File: src/rtl/pipe_hazard_seq_pkg.sv
// Shared encodings for the pipeline hazard sequencer: PC-select codes, FSM state type
// and the width of the memory-wait counter.
package pipe_hazard_seq_pkg;

  localparam logic [2:0] PC_SEL_SEQ  = 3'b000;
  localparam logic [2:0] PC_SEL_BR   = 3'b001;
  localparam logic [2:0] PC_SEL_JAL  = 3'b010;
  localparam logic [2:0] PC_SEL_JALR = 3'b011;

  // MEM_TIMEOUT is limited to 1..15, so four bits always suffice
  localparam int unsigned WaitCntW = 4;

  typedef enum logic [1:0] {
    StRun,
    StMemWait,
    StErr
  } state_e;

endpackage

File: src/rtl/pipe_hazard_seq_if.sv
// Hazard-control bus between the pipeline datapath (master) and the sequencer (slave).
interface pipe_hazard_seq_if;

  logic       cond_hand_out;
  logic       jal;
  logic       jalr;
  logic       ex_mem_read;
  logic [4:0] ex_rd;
  logic [4:0] id_rs1;
  logic [4:0] id_rs2;
  logic       id_use_rs1;
  logic       id_use_rs2;
  logic       mem_busy;
  logic       mem_ready;

  logic [2:0] pc_sel;
  logic       pc_we;
  logic       if_id_we;
  logic       ex_mem_we;
  logic       if_id_reset;
  logic       id_ex_reset;
  logic       mem_err;

  modport master (
    output cond_hand_out, jal, jalr, ex_mem_read, ex_rd, id_rs1, id_rs2,
    output id_use_rs1, id_use_rs2, mem_busy, mem_ready,
    input  pc_sel, pc_we, if_id_we, ex_mem_we, if_id_reset, id_ex_reset, mem_err
  );

  modport slave (
    input  cond_hand_out, jal, jalr, ex_mem_read, ex_rd, id_rs1, id_rs2,
    input  id_use_rs1, id_use_rs2, mem_busy, mem_ready,
    output pc_sel, pc_we, if_id_we, ex_mem_we, if_id_reset, id_ex_reset, mem_err
  );

endinterface

File: src/rtl/hazard_detect.sv
// Combinational load-use detector: a load in EX whose destination feeds an operand in ID.
module hazard_detect (
  input  logic       ex_mem_read,
  input  logic [4:0] ex_rd,
  input  logic [4:0] id_rs1,
  input  logic [4:0] id_rs2,
  input  logic       id_use_rs1,
  input  logic       id_use_rs2,
  output logic       load_use
);

  // x0 is hardwired zero, so a load targeting it never creates a dependency
  assign load_use = ex_mem_read && (ex_rd != 5'd0) &&
                    ((id_use_rs1 && (ex_rd == id_rs1)) || (id_use_rs2 && (ex_rd == id_rs2)));

endmodule

File: src/rtl/pipe_hazard_seq.sv
// Pipeline hazard sequencer: redirects, load-use bubbles, memory-wait freeze and timeout.
// Optional stall/flush performance counters are built when PIPE_PERF_CNT_EN is defined.
module pipe_hazard_seq
  import pipe_hazard_seq_pkg::*;
#(
  parameter int unsigned MEM_TIMEOUT = 15,
  parameter int unsigned CNT_W       = 16
) (
  input  logic             clk,
  input  logic             reset,
  pipe_hazard_seq_if.slave bus
`ifdef PIPE_PERF_CNT_EN
  ,
  output logic [CNT_W-1:0] stall_cnt,
  output logic [CNT_W-1:0] flush_cnt
`endif
);

  localparam logic [WaitCntW-1:0] TimeoutCnt = WaitCntW'(MEM_TIMEOUT);

  state_e              state_q, state_d;
  logic [WaitCntW-1:0] wait_q, wait_d;
  logic                frozen;
  logic                load_use;

  logic [2:0] pc_sel;
  logic       pc_we, if_id_we, ex_mem_we;
  logic       if_id_reset, id_ex_reset;

  hazard_detect u_hazard_detect (
    .ex_mem_read (bus.ex_mem_read),
    .ex_rd       (bus.ex_rd),
    .id_rs1      (bus.id_rs1),
    .id_rs2      (bus.id_rs2),
    .id_use_rs1  (bus.id_use_rs1),
    .id_use_rs2  (bus.id_use_rs2),
    .load_use    (load_use)
  );

  always_ff @(posedge clk) begin
    if (reset) begin
      state_q <= StRun;
      wait_q  <= '0;
    end else begin
      state_q <= state_d;
      wait_q  <= wait_d;
    end
  end

  always_comb begin
    state_d = state_q;
    wait_d  = wait_q;
    frozen  = 1'b0;
    unique case (state_q)
      StRun: begin
        if (bus.mem_busy) begin
          frozen  = 1'b1;
          state_d = StMemWait;
          wait_d  = WaitCntW'(1);
        end
      end
      StMemWait: begin
        // mem_ready beats a coincident timeout; the exit cycle behaves as RUN
        if (bus.mem_ready) begin
          state_d = StRun;
        end else begin
          frozen = 1'b1;
          if (wait_q == TimeoutCnt) begin
            state_d = StErr;
          end else begin
            wait_d = wait_q + WaitCntW'(1);
          end
        end
      end
      StErr:   state_d = StErr;
      default: state_d = StRun;
    endcase
  end

  always_comb begin
    pc_sel      = PC_SEL_SEQ;
    pc_we       = 1'b1;
    if_id_we    = 1'b1;
    ex_mem_we   = 1'b1;
    if_id_reset = 1'b0;
    id_ex_reset = 1'b0;
    if (reset || (state_q == StErr)) begin
      pc_we       = 1'b0;
      if_id_we    = 1'b0;
      ex_mem_we   = 1'b0;
      if_id_reset = 1'b1;
      id_ex_reset = 1'b1;
    end else if (frozen) begin
      pc_we     = 1'b0;
      if_id_we  = 1'b0;
      ex_mem_we = 1'b0;
    end else if (bus.cond_hand_out) begin
      pc_sel      = PC_SEL_BR;
      if_id_reset = 1'b1;
      id_ex_reset = 1'b1;
    end else if (bus.jalr) begin
      pc_sel      = PC_SEL_JALR;
      if_id_reset = 1'b1;
    end else if (bus.jal) begin
      pc_sel      = PC_SEL_JAL;
      if_id_reset = 1'b1;
    end else if (load_use) begin
      pc_we       = 1'b0;
      if_id_we    = 1'b0;
      id_ex_reset = 1'b1;
    end
  end

  assign bus.pc_sel      = pc_sel;
  assign bus.pc_we       = pc_we;
  assign bus.if_id_we    = if_id_we;
  assign bus.ex_mem_we   = ex_mem_we;
  assign bus.if_id_reset = if_id_reset;
  assign bus.id_ex_reset = id_ex_reset;
  assign bus.mem_err     = !reset && (state_q == StErr);

`ifdef PIPE_PERF_CNT_EN
  logic [CNT_W-1:0] stall_cnt_q, flush_cnt_q;

  always_ff @(posedge clk) begin
    if (reset) begin
      stall_cnt_q <= '0;
      flush_cnt_q <= '0;
    end else begin
      if (!pc_we && (stall_cnt_q != {CNT_W{1'b1}})) begin
        stall_cnt_q <= stall_cnt_q + CNT_W'(1);
      end
      if ((if_id_reset || id_ex_reset) && (state_q != StErr) &&
          (flush_cnt_q != {CNT_W{1'b1}})) begin
        flush_cnt_q <= flush_cnt_q + CNT_W'(1);
      end
    end
  end

  assign stall_cnt = stall_cnt_q;
  assign flush_cnt = flush_cnt_q;
`else
  logic unused_cnt_w;
  assign unused_cnt_w = ^CNT_W;
`endif

endmodule

File: src/flat_wrapper.sv
// flat-port wrapper written by rule: the top's interface ports become plain ports
module pipe_hazard_seq_flat import pipe_hazard_seq_pkg::*;
#(
  parameter int unsigned MEM_TIMEOUT = 15,
  parameter int unsigned CNT_W       = 16
)
  (clk, reset, bus_cond_hand_out, bus_jal, bus_jalr, bus_ex_mem_read, bus_ex_rd, bus_id_rs1, bus_id_rs2, bus_id_use_rs1, bus_id_use_rs2, bus_mem_busy, bus_mem_ready, bus_pc_sel, bus_pc_we, bus_if_id_we, bus_ex_mem_we, bus_if_id_reset, bus_id_ex_reset, bus_mem_err);
  pipe_hazard_seq_if bus_i ();
  input  logic clk;
  input  logic reset;
  input wire logic [$bits(bus_i.cond_hand_out)-1:0] bus_cond_hand_out;
  input wire logic [$bits(bus_i.jal)-1:0] bus_jal;
  input wire logic [$bits(bus_i.jalr)-1:0] bus_jalr;
  input wire logic [$bits(bus_i.ex_mem_read)-1:0] bus_ex_mem_read;
  input wire logic [$bits(bus_i.ex_rd)-1:0] bus_ex_rd;
  input wire logic [$bits(bus_i.id_rs1)-1:0] bus_id_rs1;
  input wire logic [$bits(bus_i.id_rs2)-1:0] bus_id_rs2;
  input wire logic [$bits(bus_i.id_use_rs1)-1:0] bus_id_use_rs1;
  input wire logic [$bits(bus_i.id_use_rs2)-1:0] bus_id_use_rs2;
  input wire logic [$bits(bus_i.mem_busy)-1:0] bus_mem_busy;
  input wire logic [$bits(bus_i.mem_ready)-1:0] bus_mem_ready;
  output wire logic [$bits(bus_i.pc_sel)-1:0] bus_pc_sel;
  output wire logic [$bits(bus_i.pc_we)-1:0] bus_pc_we;
  output wire logic [$bits(bus_i.if_id_we)-1:0] bus_if_id_we;
  output wire logic [$bits(bus_i.ex_mem_we)-1:0] bus_ex_mem_we;
  output wire logic [$bits(bus_i.if_id_reset)-1:0] bus_if_id_reset;
  output wire logic [$bits(bus_i.id_ex_reset)-1:0] bus_id_ex_reset;
  output wire logic [$bits(bus_i.mem_err)-1:0] bus_mem_err;
  assign bus_i.cond_hand_out = bus_cond_hand_out;
  assign bus_i.jal = bus_jal;
  assign bus_i.jalr = bus_jalr;
  assign bus_i.ex_mem_read = bus_ex_mem_read;
  assign bus_i.ex_rd = bus_ex_rd;
  assign bus_i.id_rs1 = bus_id_rs1;
  assign bus_i.id_rs2 = bus_id_rs2;
  assign bus_i.id_use_rs1 = bus_id_use_rs1;
  assign bus_i.id_use_rs2 = bus_id_use_rs2;
  assign bus_i.mem_busy = bus_mem_busy;
  assign bus_i.mem_ready = bus_mem_ready;
  assign bus_pc_sel = bus_i.pc_sel;
  assign bus_pc_we = bus_i.pc_we;
  assign bus_if_id_we = bus_i.if_id_we;
  assign bus_ex_mem_we = bus_i.ex_mem_we;
  assign bus_if_id_reset = bus_i.if_id_reset;
  assign bus_id_ex_reset = bus_i.id_ex_reset;
  assign bus_mem_err = bus_i.mem_err;
  pipe_hazard_seq #(.MEM_TIMEOUT(MEM_TIMEOUT), .CNT_W(CNT_W)) u_core (.clk(clk), .reset(reset), .bus(bus_i));
endmodule
File: config.mk
export PLATFORM = sky130hd
export DESIGN_NAME = pipe_hazard_seq_flat
export DESIGN_NICKNAME = d
export VERILOG_FILES = /design/src/rtl/pipe_hazard_seq_pkg.sv /design/src/rtl/pipe_hazard_seq_if.sv /design/src/rtl/hazard_detect.sv /design/src/rtl/pipe_hazard_seq.sv /design/src/flat_wrapper.sv
export SDC_FILE = /design/constraint.sdc
export NUM_CORES = 1
export LEC_CHECK = 0
export BUFFER_PORTS_ARGS = -buffer_cell sky130_fd_sc_hd__clkbuf_2
export CAP_MARGIN = 25
export CORE_MARGIN = 8
export CORE_UTILIZATION = 40
export DETAILED_ROUTE_END_ITERATION = 16
export PLACE_DENSITY = 0.81
export SYNTH_ARGS = -nofsm -noshare
export SYNTH_HDL_FRONTEND = slang
export SYNTH_SLANG_ARGS = --single-unit
File: constraint.sdc
create_clock -name clk -period 1.5 [get_ports clk]
set_input_delay 0.15 -clock clk [delete_from_list [all_inputs] [get_ports clk]]
set_output_delay 0.15 -clock clk [all_outputs]
set_load 0.05 [all_outputs]
==> results.toml <==
[cells_and_area]
fillers = 87
instances_no_fill = 125
final_area_sq_um = 992.2
final_util_pct = 78.21
syn2layout_area_growth_pct = 88.81
diodes = 0
fin_nets = 138
drive_gt1_share_pct = 60.00

[worst_setup_path]
max_stage_delay_ns = 0.53
cp_max_fo = 3
crit_path_cell_trace = "clkbuf_8, or4_4, o211ai_2, or2_1, o21ba_4, clkbuf_16"
crit_family = "simple AND/OR/NAND/NOR gates"
r2r_end = "u_core.wait_q[0]$_SDFFE_PP0P_"
path_class = "in2out"
cp.depth = 6
rr_worst_depth = 5
critPathCapture = "bus_pc_we"
reg2reg_from = "u_core.wait_q[0]$_SDFFE_PP0P_"
cp_data_required_time_ns = 1.35
worstSetupStartpoint = "bus_ex_rd[1]"
critPathLaunchType = "input pin"
crit_path_end_kind = "output port"
cp_slowest_cell = "or4_4"
r2r_slack_ns = 0.18
path_buf_inv = 2
arrival_ns = 1.47

[floorplanning]
core_sq_um = 1269
die_w_um = 52.25
initial_core_util_pct = 41.42
row_count = 13
die_y_um = 52.25
die-area_sq_um = 2730
ioPinCount = 34

[sta]
fin_crit_sh_pct = 108.0
setup-tns-final_ns = -0.4919
max_freq_mhz = 617.5
rsz0062_at_grt = "true"
drv_slew = 0
period_needed_ns = 1.620
finClkSkew_ns = 0.002845
setup_slack_ns = -0.1196
hold_viol = 0
setup_violations = 6

[global_routing]
grt_max_degree = 8
antenna_found_initial = 0
grt_pass1_vias = 661
grtUsageTotal_pct = 12.62
overflow = 0
grt_pass1_wl_mm = 2.670

[routing]
drc_errors = 0
ant_nets = 0
drt_iter0_markers = 5
wire_per_inst_um = 16.95
finalWirelength_mm = 2.119
first_pass_iters = 3
viasPerCell = 5.344
num_vias = 668

[synthesis]
yosysTopAreaCell = "dfxtp_1"
netlist_area_sq_um = 525.5
synthAdderAreaFrac_pct = 2.381
synthMuxAreaShare_pct = 1.905
synth_simple_gate_area_share_pct = 30.71
synth-seq-cells = 6
synth_compound_area_share_pct = 15.24
synth_warnings = 0
synth-xor-area-share_pct = 20.00
syn_avg_cell_area_sq_um = 7.843
ys_types = 31
synth_top_family_by_area = "simple AND/OR/NAND/NOR gates"
synth_fp_nets = 93
yosys.area.top_type_share_pct = 22.86
syn_inst = 67
seq_area_frac_synth_pct = 22.86
synthTopCellsByArea = "dfxtp_1 (23%), xor2_1 (17%), nor2_1 (6.4%)"

[power]
clkPwrFrac_pct = 21.2
power_leakage_nw = 0.4575
combinationalPowerShare_pct = 52.2
swShare_pct = 37.06
switchingPower_mw = 0.2480
power_density_nw_per_um2 = 674.6
vdd_drop_max_mv = 0.5684
seqPwrFrac_pct = 26.6
intPower_mw = 0.4213

[clock_tree]
cts_root_buf = "clkbuf_4"
clk_latency_ns = 0.24
postCtsHoldBufs = 0
cts.sinks = 6
cts_max_path_buffers = 2
cts-htree-levels = 1
cts_tree = "yes"
cts_buffers = 3
cts.clk_slew.worst_paths_ns = 0.04

[place]
place_ws_ns = -0.1576
hpwl_mm = 1.329
dp_cells = 119
portBuffers = 32
placement.cell_area_sq_um = 784.5
place_congestion = 0.9355

[flow_run]
cap_violations = 0

[status]
violations = "setup timing"
status = "complete, but fails checks"

[min_path]
hp-class = "in2reg"
==> sequential cells by signal (all words and copies together) (netlist names) <==
signal          count
u_core.wait_q       4
u_core.state_q      2
==> timing repair <==
action,in CTS,in global routing
endpoints found under the setup margin,7,8
pin swaps,3,4
buffers inserted,1,2
resized for setup,19,27
==> final cells by class <==
| cell class | instances | area [sq um] | area share, % |
|---|---|---|---|
| multi-input combinational | 55 | 459.2 | 46.28 |
| timing repair buffer | 45 | 360.3 | 36.32 |
| sequential | 6 | 125.1 | 12.61 |
| clock buffer | 3 | 22.52 | 2.270 |
| tap | 15 | 18.77 | 1.892 |
| inverter | 1 | 6.256 | 0.6305 |
==> logic make-up (layout without fill, tap and decap cells) <==
family / after synthesis / count (layout)
multiplexers: 1 / 1
other: 1 / 1
AND/OR/NAND/NOR: 30 / 30
buffers and inverters: 6 / 49
AO/OA/AOI/OAI: 10 / 10
XOR/XNOR: 12 / 12
adder cells (fa/ha/maj): 1 / 1
flip-flops: 6 / 6
==> how the worst min path moves through the flow <==
stage	start	end	slack, ns	cells past startpoint
5_1_grt	reset	u_core.wait_q[1]$_SDFFE_PP0P_	0.25	3
3_5_place_dp	reset	u_core.wait_q[0]$_SDFFE_PP0P_	0.48	3
6_report	reset	u_core.state_q[1]$_SDFFE_PP0P_	0.24	3
4_1_cts	reset	u_core.wait_q[1]$_SDFFE_PP0P_	0.24	3
3_3_place_gp	reset	u_core.wait_q[1]$_SDFFE_PP0P_	0.48	3
2_1_floorplan	bus_cond_hand_out	bus_pc_sel[1]	0.36	1
==> worst register-to-register path, stage by stage, from the launching register on <==
cell and delay, ns:
dfxtp_1 0.32, ha_1 0.22, nand3_1 0.12, and3_1 0.29, nor3_1 0.07, a211oi_1 0.21
==> cells in the mapped netlist, drive strengths merged <==
master	count
and2	1
clkbuf	1
nor3b	1
nor2	9
conb	1
nand4	2
nor4	2
mux2i	1
dfxtp	6
buf	4
nand2	1
a21boi	1
o211ai	1
nand3	1
a211o	1
a32oi	1
and3	2
xor2	10
nor3	6
or2	1
nor2b	3
a211oi	2
or4	1
o31ai	1
ha	1
xnor2	2
o21ba	1
o21ai	1
inv	1
a21oi	1
==> placed cells by master, fill, tap and decap left out, types with 2 or more instances in the layout <==
master and instances:
clkbuf_16 2, nor3_1 5, nor2_4 2, xnor2_1 2, dfxtp_1 4, buf_4 11
and3_1 2, clkbuf_4 3, a211oi_1 2, clkbuf_2 24, nand4_1 2, nor2b_1 2
xor2_1 10, buf_6 3, nor2_1 6, buf_8 4, nor4_2 2
==> routing by layer <==
layer,global-route usage [%],wire [um],up-vias
met5,0,0,-
met4,8.621,57,0
met2,23.00,1058,32
li1,-,-,321
met1,11.79,806,305
met3,3.693,197,10
==> power by group through the flow <==
| stage | Clock (mW) | Sequential, mW | Combinational (mW) |
|---|---|---|---|
| 2_1_floorplan | 0 | 0.175 | 0.172 |
| 6_report | 0.142 | 0.178 | 0.349 |
| 3_3_place_gp | 0 | 0.177 | 0.251 |
| 5_1_grt | 0.163 | 0.179 | 0.371 |
| 4_1_cts | 0.150 | 0.175 | 0.295 |
| 3_5_place_dp | 0 | 0.178 | 0.257 |
==> stage by stage <==
step	hold slack (ns)	power, mW
2_1_floorplan	0.3637	0.3471
3_3_place_gp	0.4776	0.4285
3_5_place_dp	0.4803	0.4347
4_1_cts	0.2368	0.6204
5_1_grt	0.2516	0.7130
6_report	0.2431	0.6693
Note: power is estimated with default switching activity, not from simulation.
